===== src/rtl/ps2_line_assembler.sv =====
// ps2_line_assembler
//
// Assembles one command line from decoded PS/2 keystrokes. The live edit buffer is
// driven to the printer's bottom row every cycle; Enter commits the buffer to
// cmd_line and raises ps2_line_ready until the consumer pulses line_ack.
//
// Ports:
//   clock            in   system clock, rising edge
//   resetn           in   asynchronous active-low reset
//   key_valid        in   one-cycle strobe qualifying key_ascii
//   key_ascii        in   ASCII code of the pressed key
//   ps2_line_content out  live edit buffer, char 0 in the top byte
//   cmd_line         out  committed line, same packing, frozen while ready
//   ps2_line_ready   out  committed line pending acknowledge
//   line_ack         in   consumer acknowledge
//   cursor_pos       out  characters held in the edit buffer (0..32)
//   overflow         out  sticky: printable key dropped on a full line
//   enter_dropped    out  sticky: Enter dropped while a line was pending
//
// Optional build macro LINE_PROMPT_EN: positions 0..1 permanently hold "> ",
// the cursor runs 2..32 and cmd_line carries only the text after the prompt.

module ps2_line_assembler #(
    parameter int unsigned LINE_CHARS = 32,
    parameter int unsigned CHAR_W     = 8
) (
    input  logic                         clock,
    input  logic                         resetn,
    input  logic                         key_valid,
    input  logic [CHAR_W-1:0]            key_ascii,
    output logic [LINE_CHARS*CHAR_W-1:0] ps2_line_content,
    output logic [LINE_CHARS*CHAR_W-1:0] cmd_line,
    output logic                         ps2_line_ready,
    input  logic                         line_ack,
    output logic [5:0]                   cursor_pos,
    output logic                         overflow,
    output logic                         enter_dropped
);

    localparam int unsigned LineW = LINE_CHARS * CHAR_W;

    localparam logic [CHAR_W-1:0] KeyBs    = 8'h08;
    localparam logic [CHAR_W-1:0] KeyEnter = 8'h0D;

`ifdef LINE_PROMPT_EN
    localparam logic [5:0] MinCursor = 6'd2;
`else
    localparam logic [5:0] MinCursor = 6'd0;
`endif

    typedef enum logic [0:0] {
        StIdle,
        StWaitAck
    } state_e;

    state_e            state_q, state_d;
    logic [CHAR_W-1:0] buf_q [LINE_CHARS];
    logic [CHAR_W-1:0] buf_d [LINE_CHARS];
    logic [LineW-1:0]  cmd_q, cmd_d;
    logic [5:0]        cursor_q, cursor_d;
    logic              ovf_q, ovf_d;
    logic              edrop_q, edrop_d;

    logic              is_print;
    logic [LineW-1:0]  commit_line;

    // Value an untouched position holds: the prompt characters, otherwise NUL.
    function automatic logic [CHAR_W-1:0] empty_char(input int unsigned pos);
`ifdef LINE_PROMPT_EN
        if (pos == 0) return 8'h3E;
        if (pos == 1) return 8'h20;
`endif
        return '0;
    endfunction

    for (genvar g = 0; g < LINE_CHARS; g++) begin : g_pack
        assign ps2_line_content[(LINE_CHARS-1-g)*CHAR_W +: CHAR_W] = buf_q[g];
    end

`ifdef LINE_PROMPT_EN
    // Drop the prompt and left-justify the text; trailing two positions become NUL.
    assign commit_line = {ps2_line_content[LineW-2*CHAR_W-1:0], {(2*CHAR_W){1'b0}}};
`else
    assign commit_line = ps2_line_content;
`endif

    assign is_print = (key_ascii >= 8'h20) && (key_ascii <= 8'h7E);

    always_comb begin
        state_d  = state_q;
        buf_d    = buf_q;
        cmd_d    = cmd_q;
        cursor_d = cursor_q;
        ovf_d    = ovf_q;
        edrop_d  = edrop_q;

        if (state_q == StWaitAck && line_ack) begin
            state_d = StIdle;
        end

        if (key_valid) begin
            if (is_print) begin
                if (cursor_q < 6'(LINE_CHARS)) begin
                    buf_d[cursor_q[4:0]] = key_ascii;
                    cursor_d             = cursor_q + 6'd1;
                end else begin
                    ovf_d = 1'b1;
                end
            end else if (key_ascii == KeyBs) begin
                if (cursor_q > MinCursor) begin
                    buf_d[cursor_q[4:0] - 5'd1] = '0;
                    cursor_d                    = cursor_q - 6'd1;
                end
            end else if (key_ascii == KeyEnter) begin
                if (state_q == StWaitAck) begin
                    // Also covers Enter coinciding with ack: the ack wins.
                    edrop_d = 1'b1;
                end else if (cursor_q > MinCursor) begin
                    cmd_d    = commit_line;
                    cursor_d = MinCursor;
                    ovf_d    = 1'b0;
                    edrop_d  = 1'b0;
                    state_d  = StWaitAck;
                    for (int unsigned i = 0; i < LINE_CHARS; i++) begin
                        buf_d[i] = empty_char(i);
                    end
                end
            end
        end
    end

    always_ff @(posedge clock or negedge resetn) begin
        if (!resetn) begin
            state_q  <= StIdle;
            cmd_q    <= '0;
            cursor_q <= MinCursor;
            ovf_q    <= 1'b0;
            edrop_q  <= 1'b0;
            for (int unsigned i = 0; i < LINE_CHARS; i++) begin
                buf_q[i] <= empty_char(i);
            end
        end else begin
            state_q  <= state_d;
            cmd_q    <= cmd_d;
            cursor_q <= cursor_d;
            ovf_q    <= ovf_d;
            edrop_q  <= edrop_d;
            for (int unsigned i = 0; i < LINE_CHARS; i++) begin
                buf_q[i] <= buf_d[i];
            end
        end
    end

    assign cmd_line       = cmd_q;
    assign cursor_pos     = cursor_q;
    assign overflow       = ovf_q;
    assign enter_dropped  = edrop_q;
    assign ps2_line_ready = (state_q == StWaitAck);

endmodule


===== config.mk =====
export PLATFORM = sky130hd
export DESIGN_NAME = ps2_line_assembler
export DESIGN_NICKNAME = d
export VERILOG_FILES = /design/src/rtl/ps2_line_assembler.sv
export SDC_FILE = /design/constraint.sdc
export NUM_CORES = 1
export LEC_CHECK = 0
export CELL_PAD_IN_SITES_DETAIL_PLACEMENT = 0
export CELL_PAD_IN_SITES_GLOBAL_PLACEMENT = 1
export CORE_ASPECT_RATIO = 1.1
export CORE_MARGIN = 8
export CORE_UTILIZATION = 51
export DETAILED_ROUTE_END_ITERATION = 16
export DONT_BUFFER_PORTS = 1
export PLACE_DENSITY = 0.76
export SKIP_CTS_REPAIR_TIMING = 1
export SLEW_MARGIN = 20
export SYNTH_ARGS = -nofsm -noshare
export SYNTH_HDL_FRONTEND = slang
export SYNTH_SLANG_ARGS = --single-unit

===== constraint.sdc =====
create_clock -name clock -period 2.9 [get_ports clock]
set_input_delay 0.435 -clock clock [delete_from_list [all_inputs] [get_ports clock]]
set_output_delay 0.435 -clock clock [all_outputs]
set_load 0.01 [all_outputs]

==> Implementation_results.wiki, run 1 <==
{| class="wikitable"
! Metric !! Value
|-
| Number of pins exceeding their max-slew limit in the final report || 0
|-
| Setup TNS Final || 0 ns
|-
| Area of the die || roughly 46000 um2
|-
| Leakage || between 0.01 and 0.015 uW
|-
| Detailed placement HPWL || 41270 um
|-
| Y dimension of the die || between 200 and 250 um
|-
| Net switching power figure || 3647 uW
|-
| Setup repair after global routing missed its margin || false
|-
| Count of state elements after synthesis || roughly 520
|-
| Cell type with the highest aggregate area in the netlist || sky130_fd_sc_hd__dfrtp_1
|-
| Cts bufs inserted || 51
|-
| Floorplan core area || roughly 40000 um2
|-
| Total buffers and inverters traversed by the critical path || 2
|-
| Rel. slew slack || 10.39%
|-
| CTS tree || built
|-
| Power share of the sequential group || between 50 and 60%
|-
| Top-area cell type share of the netlist area || between 60% and 70%
|-
| Number of nets with antenna violations after routing || 0
|-
| Weighted congestion reported at the end of routability-driven placement || about 0.84
|-
| Highest achievable clock rate || roughly 360 MHz
|-
| Cells taking the most area after synthesis || sky130_fd_sc_hd__dfrtp_1 (65%), sky130_fd_sc_hd__mux2_2 (14%), sky130_fd_sc_hd__o2bb2ai_1 (9.5%)
|-
| Count of endpoints failing setup in the final report || 0
|-
| Core utilization of the finished layout || between 50% and 60%
|-
| Post-synthesis async set-or-reset flop share || 100.0%
|-
| Area Overhead vs Synth || 13.09%
|-
| CTS sink count || roughly 520
|-
| Power share of the combinational group || ~5.5%
|-
| Tot GR Track Use || between 20% and 30%
|-
| Largest voltage drop on the vdd net || approximately 0.45 mV
|-
| Sequential fraction of the synthesis area || approximately 65%
|-
| Vias || ~12000
|-
| Via count of the first global-routing pass || between 10000 and 15000
|-
| Number of rows created at floorplan || 76
|-
| Cell family contributing the most delay on the critical path || compound AO/OA/AOI/OAI gates
|-
| Run status || finished, violations left
|-
| Final setup margin || 0.1402 ns
|-
| Final Cycle Share || 95.16%
|-
| First-pass GRT wire length || around 89000 um
|-
| Number of buffers inserted by port buffering || 0
|-
| Max FO, Critical Path || 13
|-
| Layout filler cell count || 3078
|-
| H-tree depth || 2
|-
| Power per standard cell area || 668.9 nW/um2
|-
| Syn_area_per_cell || 14.62 um2
|-
| Count of max-cap constraint violations || 0
|-
| Violations in the final reports || negative hold slack
|-
| Skew-Pair Late Insertion Delay || 0.61 ns
|-
| Largest stage delay on the critical path || roughly 0.79 ns
|-
| DRT Wirelength || roughly 60000 um
|-
| Horizontal extent of the die || 204.8 um
|-
| Critical-path top delay cell || sky130_fd_sc_hd__a21boi_0
|-
| EDFF count, synth || 0
|-
| Net count after synthesis || between 1000 and 1500
|-
| Grt ovf || 0
|-
| Kind of start point of the critical path || register
|-
| Worst-path clk slew || 0.07 ns
|-
| Netlist cell types || between 50 and 60
|-
| Synthesized instance count || approximately 1400
|-
| Data required time at the worst endpoint || around 3.4 ns
|-
| Switching share of power || between 20% and 30%
|-
| First-pass DRT Iterations || 5
|-
| Antenna violations before repair || 1
|-
| Data arrival time at the worst-slack endpoint || around 3.2 ns
|-
| Top-level port count || between 500 and 600
|-
| Post-synth top flop || sky130_fd_sc_hd__dfrtp_1
|-
| Top library cells by usage in the layout, fill and taps aside || sky130_fd_sc_hd__dfrtp_1 (521), sky130_fd_sc_hd__mux2_2 (257), sky130_fd_sc_hd__o2bb2ai_1 (217)
|-
| Cell-by-cell listing of the critical path || buf_4, ha_1, inv_1, a21boi_0, nand3_1, and2_1
|-
| Dpl ws || ~0.026 ns
|-
| Path class of the lowest-slack min-delay path || primary input to async pin
|-
| Buffer depth of the longest clock path || 3
|-
| Share of cells above drive strength 1 || a little under 30%
|-
| Clock Skew || slightly below 0.03 ns
|-
| Final hold violation count || 522
|-
| Fin crit period || 2.760 ns
|-
| Pin count of the biggest net entering global routing || approximately 520
|-
| Root cell of the clock tree || sky130_fd_sc_hd__clkbuf_16
|-
| Transition time of the tightest slew-check pin || approximately 1.3 ns
|-
| Portion of total power attributed to the clock network || between 40% and 50%
|-
| Final hold slack || -0.4590 ns
|-
| Final Net Count || between 1000 and 1500
|-
| Total number of yosys warnings || 0
|-
| Worst Setup End Kind || register
|-
| Kind of critical path || register to register
|-
| Diode count || 0
|-
| Avg WL per Cell || around 30 um
|-
| Routed vias/inst || between 6 and 7
|-
| Most common cell after layout, fill and taps aside || sky130_fd_sc_hd__dfrtp_1
|-
| Summed instance area of the synthesized netlist || 19990 um2
|-
| Number of remaining DRC errors || 0
|-
| Violation count after the first detailed-routing iteration || 840
|-
| Effective utilization at floorplan || between 50% and 60%
|-
| Internal Dissipation || between 10000 and 15000 uW
|}
==> layer usage <==
layer  routed length, um  track usage [%]  vias to the layer above  share of wire [%]
met3                6058            8.858                       90                 10
li1                    -                -                     5184                  -
met1               22880            31.94                     6532                 38
met4                1307            6.623                        2                2.2
met2               29300            41.13                      551                 49
met5                  13                0                        -              0.022
==> kinds of logic (layout without fill, tap and decap cells) <==
| family | after synthesis | in the layout | synth area share [%] |
|---|---|---|---|
| DFF | 521 | 521 | 65.21 |
| AOI/OAI and AO/OA | 310 | 310 | 12.80 |
| xor gates and xnor gates | 1 | 1 | 0.04382 |
| adders and majority gates | 7 | 7 | 0.4381 |
| and+or+nand+nor | 181 | 181 | 5.001 |
| buffers and inverters | 86 | 163 | 1.828 |
| muxes | 261 | 261 | 14.68 |
==> Yosys cell counts, drive strengths merged (9+ instances only) <==
library cell and number:
dfrtp 521, mux2 257, o2bb2ai 217, nand3 49, nand2 46, clkbuf 45
and2 35, buf 33, o21ai 25, o211ai 14, nor2b 12, nor2 11
a22oi 9
==> power groups by stage <==
stage | combinational [uW] | sequential, uW | clock, uW
2_1_floorplan | 523 | 7690 | 0
3_3_place_gp | 793 | 7790 | 0
3_5_place_dp | 814 | 7780 | 0
4_1_cts | 813 | 7650 | 6750
5_1_grt | 896 | 7660 | 7040
6_report | 833 | 7650 | 6640
==> final timing paths <==
| path | start | endpoint | slack (ns) | cells past startpoint |
|---|---|---|---|---|
| min in group clock | line_ack | ps2_line_ready$_DFF_PN0_ | 0 | 2 |
| max in group asynchronous | resetn | cmd_line[20]$_DFFE_PN0P_ | 2.27 | 0 |
| worst max-delay path | cursor_pos[0]$_DFFE_PN0P_ | ps2_line_content[191]$_DFFE_PN0P_ | 0.14 | 6 |
| worst max register to register | cursor_pos[0]$_DFFE_PN0P_ | ps2_line_content[191]$_DFFE_PN0P_ | 0.14 | 6 |
| worst min register to register | cmd_line[131]$_DFFE_PN0P_ | cmd_line[131]$_DFFE_PN0P_ | 0.58 | 1 |
| worst min-delay path | resetn | cmd_line[67]$_DFFE_PN0P_ | -0.46 | 0 |
==> final cells by class <==
cell class	instances	area, um2	share of cell area, %
multi-input cells	760	6633	29.34
inverters	8	30.03	0.1328
flip-flops and latches	521	13040	57.66
clock inverters	15	155.1	0.6862
repair buffers	59	560.5	2.479
well taps	507	634.4	2.806
clock buffers	81	1559	6.895
==> sequential cells by signal (all words and copies together), names as in the netlist <==
name and flops:
cmd_line 256, cursor_pos 6, enter_dropped 1, overflow 1, ps2_line_content 256, ps2_line_ready 1
==> stage by stage <==
stage | total power (uW) | hold WS, ns | cells | instance area [um2]
floorplan | 8216 | 0.1394 | 1367 | 19990
global placement | 8579 | 0.1530 | 1848 | 20810
detailed placement | 8595 | 0.1535 | 1848 | 20810
CTS | 15210 | -0.4828 | 1944 | 22520
global route | 15600 | -0.4828 | 1951 | 22610
finish | 15120 | -0.4590 | 1951 | 22610
(Power assumes the default switching activity.)
==> run 2: changes to the inputs <==
Settings changed: CORE_MARGIN 8 to 10.
==> Implementation_results.wiki, run 2 (same netlist as run 1, synthesis figures left out) <==
{| class="wikitable"
! Metric !! Value
|-
| H-tree depth || 2 (unchanged)
|-
| CTS sink count || 521 (unchanged)
|-
| Data required time at the worst endpoint || 3.38 ns (about the same)
|-
| Tot GR Track Use || 24.40% (-0.89 points)
|-
| Clock Skew || 0.01630 ns (-0.01321 ns)
|-
| CTS tree || built
|-
| Number of rows created at floorplan || 76 (unchanged)
|-
| Number of nets with antenna violations after routing || 0 (unchanged)
|-
| First-pass DRT Iterations || 5 (unchanged)
|-
| Area of the die || 47530 um2 (+3.8%)
|-
| Setup repair after global routing missed its margin || false
|-
| Path class of the lowest-slack min-delay path || primary input to async pin
|-
| Final setup margin || 0.1420 ns (+0.001779 ns)
|-
| Dpl ws || -0.08459 ns (-0.1101 ns)
|-
| Number of pins exceeding their max-slew limit in the final report || 321 (+321)
|-
| Routed vias/inst || 6.322 (-0.20%)
|-
| Endpoint of the lowest-slack register-to-register path || ps2_line_content[7]$_DFFE_PN0P_
|-
| Final Net Count || 1421 (+0.070%)
|-
| Horizontal extent of the die || 208.8 um (+2.0%)
|-
| Final hold slack || -0.4443 ns (+0.01471 ns)
|-
| Top library cells by usage in the layout, fill and taps aside || sky130_fd_sc_hd__dfrtp_1 (521), sky130_fd_sc_hd__mux2_2 (257), sky130_fd_sc_hd__o2bb2ai_1 (217)
|-
| Weighted congestion reported at the end of routability-driven placement || 0.8663 (+3.5%)
|-
| DRT Wirelength || 59950 um (+0.65%)
|-
| Setup slack on the worst flop-to-flop path || 0.14 ns (about the same)
|-
| Violation count after the first detailed-routing iteration || 882 (+5.0%)
|-
| Capturing element of the worst setup path || ps2_line_content[7]$_DFFE_PN0P_
|-
| Avg WL per Cell || 30.81 um (+0.91%)
|-
| Largest voltage drop on the vdd net || 0.5002 mV (+12%)
|-
| Pin count of the biggest net entering global routing || 522 (unchanged)
|-
| Number of remaining DRC errors || 0 (unchanged)
|-
| Final hold violation count || 274 (-48%)
|-
| Register-to-Register Path Depth || 6 (unchanged)
|-
| Fin crit period || 2.758 ns (-0.001779 ns)
|-
| Max FO, Critical Path || 16 (+3)
|-
| Buffer depth of the longest clock path || 3 (unchanged)
|-
| Effective utilization at floorplan || 51.28% (-0.13 points)
|-
| Layout filler cell count || 3110 (+1.0%)
|-
| Skew-Pair Late Insertion Delay || 0.58 ns (-0.03 ns)
|-
| Run status || finished, violations left
|-
| Share of cells above drive strength 1 || 28.49% (-0.59 points)
|-
| Vias || 12303 (-0.45%)
|-
| Core utilization of the finished layout || 57.70% (-0.44 points)
|-
| Final Cycle Share || 95.10% (about the same)
|-
| Cts bufs inserted || 51 (unchanged)
|-
| Count of max-cap constraint violations || 0 (unchanged)
|-
| First-pass GRT wire length || 88670 um (-0.19%)
|-
| Top-level port count || 533 (unchanged)
|-
| Detailed placement HPWL || 42100 um (+2.0%)
|-
| Violations in the final reports || negative hold slack, max-slew violations
|-
| Count of endpoints failing setup in the final report || 0 (unchanged)
|-
| Root cell of the clock tree || sky130_fd_sc_hd__clkbuf_16
|-
| Area Overhead vs Synth || 12.52%
|-
| Worst-path clk slew || 0.06 ns (about the same)
|-
| Data arrival time at the worst-slack endpoint || 3.23 ns (about the same)
|-
| Number of buffers inserted by port buffering || 0 (unchanged)
|-
| Worst Setup End Kind || register
|-
| Kind of start point of the critical path || register
|-
| Grt ovf || 0 (unchanged)
|-
| Transition time of the tightest slew-check pin || 2.495 ns (+1.151 ns)
|-
| Power per standard cell area || 658.0 nW/um2 (-1.6%)
|-
| Crit. Startpoint || cursor_pos[2]$_DFFE_PN0P_
|-
| Via count of the first global-routing pass || 12599 (-1.4%)
|-
| Rel. slew slack || -66.37% (-77 points)
|-
| Kind of critical path || register to register
|-
| Leakage || 0.01051 uW (-0.54%)
|-
| Highest achievable clock rate || 362.6 MHz (about the same)
|-
| Most common cell after layout, fill and taps aside || sky130_fd_sc_hd__dfrtp_1
|-
| Diode count || 0 (unchanged)
|-
| Floorplan core area || 38990 um2 (+0.24%)
|-
| Antenna violations before repair || 0 (-1)
|-
| Y dimension of the die || 227.7 um (+1.8%)
|-
| R2r startpoint || cursor_pos[2]$_DFFE_PN0P_
|}
## run 2: power breakdown
group | internal, uW | switching [uW] | total, uW | leakage (uW)
logic | 276 | 551 | 826 | 0.00247
registers | 7400 | 254 | 7660 | 0.00726
clock network | 3620 | 2700 | 6320 | 0.000782
## run 2: through the flow
| stage | area (um2) | power [uW] | setup TNS [ns] | instances | hold slack, ns |
|---|---|---|---|---|---|
| floorplan | 19990 | 8216 | 0 | 1367 | 0.1394 |
| global placement | 20810 | 8581 | -0.3818 | 1849 | 0.1543 |
| detailed placement | 20810 | 8593 | -0.5904 | 1849 | 0.1583 |
| CTS | 22410 | 14890 | -0.6227 | 1939 | -0.4644 |
| global route | 22490 | 15300 | 0 | 1946 | -0.4684 |
| finish | 22490 | 14800 | 0 | 1946 | -0.4443 |
## run 2: routing by layer
metal | routed length [um] | track usage, % | vias up
met5 | 0 | 0 | -
met4 | 998 | 5.410 | 0
met3 | 5884 | 9.593 | 76
met2 | 29660 | 40.05 | 499
met1 | 23410 | 30.05 | 6548
li1 | - | - | 5180
## run 2: worst min-delay path by stage
stage	start	to	slack [ns]	cells after the start
finish	resetn	cmd_line[85]$_DFFE_PN0P_	-0.44	0
global route	resetn	cmd_line[83]$_DFFE_PN0P_	-0.47	0
CTS	resetn	cmd_line[71]$_DFFE_PN0P_	-0.46	0
detailed placement	resetn	cmd_line[71]$_DFFE_PN0P_	0.16	0
global placement	resetn	cmd_line[69]$_DFFE_PN0P_	0.15	0
floorplan	resetn	cmd_line[0]$_DFFE_PN0P_	0.14	0
## run 2: area by class of cell
| class | instances | area, um2 | share of cell area [%] |
|---|---|---|---|
| clock buffer | 79 | 1534 | 6.819 |
| timing repair buffer | 60 | 568.0 | 2.525 |
| tap | 507 | 634.4 | 2.820 |
| inverter | 8 | 30.03 | 0.1335 |
| clock inverter | 11 | 62.56 | 0.2781 |
| sequential | 521 | 13040 | 57.96 |
| multi-input combinational | 760 | 6628 | 29.46 |
## run 2: worst max-delay path: stages, from the launching register on
cell	delay [ns]
sky130_fd_sc_hd__dfrtp_1	0.50
sky130_fd_sc_hd__buf_4	0.31
sky130_fd_sc_hd__and2_1	0.45
sky130_fd_sc_hd__nand3_1	0.36
sky130_fd_sc_hd__o21ai_0	0.37
sky130_fd_sc_hd__nand3_1	0.37
sky130_fd_sc_hd__and2_1	0.30
==> run 3: changes to the inputs <==
Settings changed: MAX_ROUTING_LAYER from default to met4.
==> Implementation_results.wiki, run 3 (same netlist as run 1, synthesis figures left out) <==
{| class="wikitable"
! Metric !! Value
|-
| Transition time of the tightest slew-check pin || 2.331 ns (-0.1649 ns)
|-
| Antenna violations before repair || 0 (unchanged)
|-
| Number of nets with antenna violations after routing || 0 (unchanged)
|-
| CTS tree || built
|-
| Setup slack on the worst flop-to-flop path || 0.14 ns (about the same)
|-
| Rel. slew slack || -55.38% (+11 points)
|-
| Portion of total power attributed to the clock network || 42.7% (about the same)
|-
| Run status || finished, violations left
|-
| Kind of start point of the critical path || register
|-
| Floorplan core area || 38990 um2 (unchanged)
|-
| Fin crit period || 2.764 ns (+0.006110 ns)
|-
| Share of cells above drive strength 1 || 28.49% (unchanged)
|-
| Net switching power figure || 3498 uW (about the same)
|-
| Data required time at the worst endpoint || 3.38 ns (about the same)
|-
| Number of buffers inserted by port buffering || 0 (unchanged)
|-
| Number of pins exceeding their max-slew limit in the final report || 301 (-6.2%)
|-
| Buffer depth of the longest clock path || 3 (unchanged)
|-
| Final setup margin || 0.1359 ns (-0.006110 ns)
|-
| CTS sink count || 521 (unchanged)
|-
| Setup repair after global routing missed its margin || false
|-
| Final hold violation count || 293 (+6.9%)
|-
| Worst Setup End Kind || register
|-
| First-pass GRT wire length || 88670 um (about the same)
|-
| Root cell of the clock tree || sky130_fd_sc_hd__clkbuf_16
|-
| Routed vias/inst || 6.335 (+0.20%)
|-
| Max FO, Critical Path || 16 (unchanged)
|-
| Violation count after the first detailed-routing iteration || 840 (-4.8%)
|-
| Detailed placement HPWL || 42100 um (unchanged)
|-
| Leakage || 0.01051 uW (unchanged)
|-
| Layout filler cell count || 3110 (unchanged)
|-
| Final Net Count || 1421 (unchanged)
|-
| Core utilization of the finished layout || 57.70% (unchanged)
|-
| DRT Wirelength || 60020 um (+0.11%)
|-
| Number of rows created at floorplan || 76 (unchanged)
|-
| Power share of the sequential group || 51.8% (about the same)
|-
| Final Non-Filler Cells || 1946 (unchanged)
|-
| First-pass DRT Iterations || 5 (unchanged)
|-
| Tot GR Track Use || 25.13% (+0.73 points)
|-
| Clock Skew || 0.01399 ns (-0.002304 ns)
|-
| Count of endpoints failing setup in the final report || 0 (unchanged)
|-
| Cts bufs inserted || 51 (unchanged)
|-
| Final hold slack || -0.4468 ns (-0.002536 ns)
|-
| Path class of the lowest-slack min-delay path || primary input to async pin
|-
| Data arrival time at the worst-slack endpoint || 3.24 ns (about the same)
|-
| Area of the die || 47530 um2 (unchanged)
|-
| Highest achievable clock rate || 361.8 MHz (-0.22%)
|-
| Avg WL per Cell || 30.84 um (+0.11%)
|-
| R2r startpoint || cursor_pos[2]$_DFFE_PN0P_
|-
| Kind of critical path || register to register
|-
| Vias || 12327 (+0.20%)
|-
| Horizontal extent of the die || 208.8 um (unchanged)
|-
| Switching share of power || 23.64% (about the same)
|-
| Power share of the combinational group || 5.6% (about the same)
|-
| Internal Dissipation || 11300 uW (about the same)
|-
| Violations in the final reports || negative hold slack, max-slew violations
|-
| Skew-Pair Late Insertion Delay || 0.58 ns (about the same)
|-
| Final Cycle Share || 95.31% (+0.21 points)
|-
| Setup TNS Final || 0 ns (unchanged)
|-
| Dpl ws || -0.08459 ns (unchanged)
|-
| Power per standard cell area || 657.9 nW/um2 (about the same)
|-
| Number of remaining DRC errors || 0 (unchanged)
|-
| Worst-path clk slew || 0.06 ns (about the same)
|-
| Weighted congestion reported at the end of routability-driven placement || 0.8799 (+1.6%)
|-
| Via count of the first global-routing pass || 12602 (+0.024%)
|-
| Top-level port count || 533 (unchanged)
|-
| H-tree depth || 2 (unchanged)
|-
| Count of max-cap constraint violations || 0 (unchanged)
|-
| Area Overhead vs Synth || 12.52% (unchanged)
|-
| Effective utilization at floorplan || 51.28% (unchanged)
|-
| Endpoint of the lowest-slack register-to-register path || ps2_line_content[7]$_DFFE_PN0P_
|-
| Grt ovf || 0 (unchanged)
|-
| Post-placement cell count || 1849 (unchanged)
|-
| Y dimension of the die || 227.7 um (unchanged)
|-
| Pin count of the biggest net entering global routing || 522 (unchanged)
|-
| Most common cell after layout, fill and taps aside || sky130_fd_sc_hd__dfrtp_1
|-
| Top library cells by usage in the layout, fill and taps aside || sky130_fd_sc_hd__dfrtp_1 (521), sky130_fd_sc_hd__mux2_2 (257), sky130_fd_sc_hd__o2bb2ai_1 (217)
|-
| Register-to-Register Path Depth || 6 (unchanged)
|-
| Diode count || 0 (unchanged)
|-
| Largest voltage drop on the vdd net || 0.5022 mV (+0.41%)
|}
run 3: cell type report:
class                   count  area (um2)  share of cell area, %
repair buffers             60       568.0                  2.525
inverters                   8       30.03                 0.1335
clock inverters            11       62.56                 0.2781
multi-input cells         760        6628                  29.46
well taps                 507       634.4                  2.820
clock buffers              79        1534                  6.819
flip-flops and latches    521       13040                  57.96
run 3: per-layer routing:
layer  vias to the layer above  track usage (%)  part of all wire (%)
met5                         -                -                     0
met3                        74            9.005                   9.3
li1                       5179                -                     -
met4                         0            5.387                   1.6
met2                       487            40.05                    50
met1                      6587            30.46                    39
run 3: worst max-delay path by stage:
stage | end | slack [ns] | start | cells after the start
global route | ps2_line_content[7]$_DFFE_PN0P_ | 0.006 | cursor_pos[2]$_DFFE_PN0P_ | 6
CTS | ps2_line_content[253]$_DFFE_PN0P_ | -0.09 | cursor_pos[0]$_DFFE_PN0P_ | 9
floorplan | ps2_line_content[183]$_DFFE_PN0P_ | 0.26 | cursor_pos[0]$_DFFE_PN0P_ | 9
finish | ps2_line_content[7]$_DFFE_PN0P_ | 0.14 | cursor_pos[2]$_DFFE_PN0P_ | 6
detailed placement | ps2_line_content[253]$_DFFE_PN0P_ | -0.08 | cursor_pos[0]$_DFFE_PN0P_ | 9
global placement | ps2_line_content[255]$_DFFE_PN0P_ | -0.05 | cursor_pos[0]$_DFFE_PN0P_ | 9
run 3: power groups by stage:
stage          sequential (uW)  combinational (uW)  clock (uW)
6_report                  7660                 825        6310
5_1_grt                   7670                 893        6730
4_1_cts                   7660                 807        6420
3_5_place_dp              7790                 807           0
3_3_place_gp              7790                 789           0
2_1_floorplan             7690                 523           0
run 3: worst max-delay path: stages (launching register included):
cell,delay (ns)
sky130_fd_sc_hd__dfrtp_1,0.51
sky130_fd_sc_hd__buf_4,0.31
sky130_fd_sc_hd__and2_1,0.44
sky130_fd_sc_hd__nand3_1,0.36
sky130_fd_sc_hd__o21ai_0,0.37
sky130_fd_sc_hd__nand3_1,0.36
sky130_fd_sc_hd__and2_1,0.29
run 3: through the flow:
step	area, um2	power [uW]
floorplan	19990	8216
global placement	20810	8581
detailed placement	20810	8593
CTS	22410	14890
global route	22490	15300
finish	22490	14800
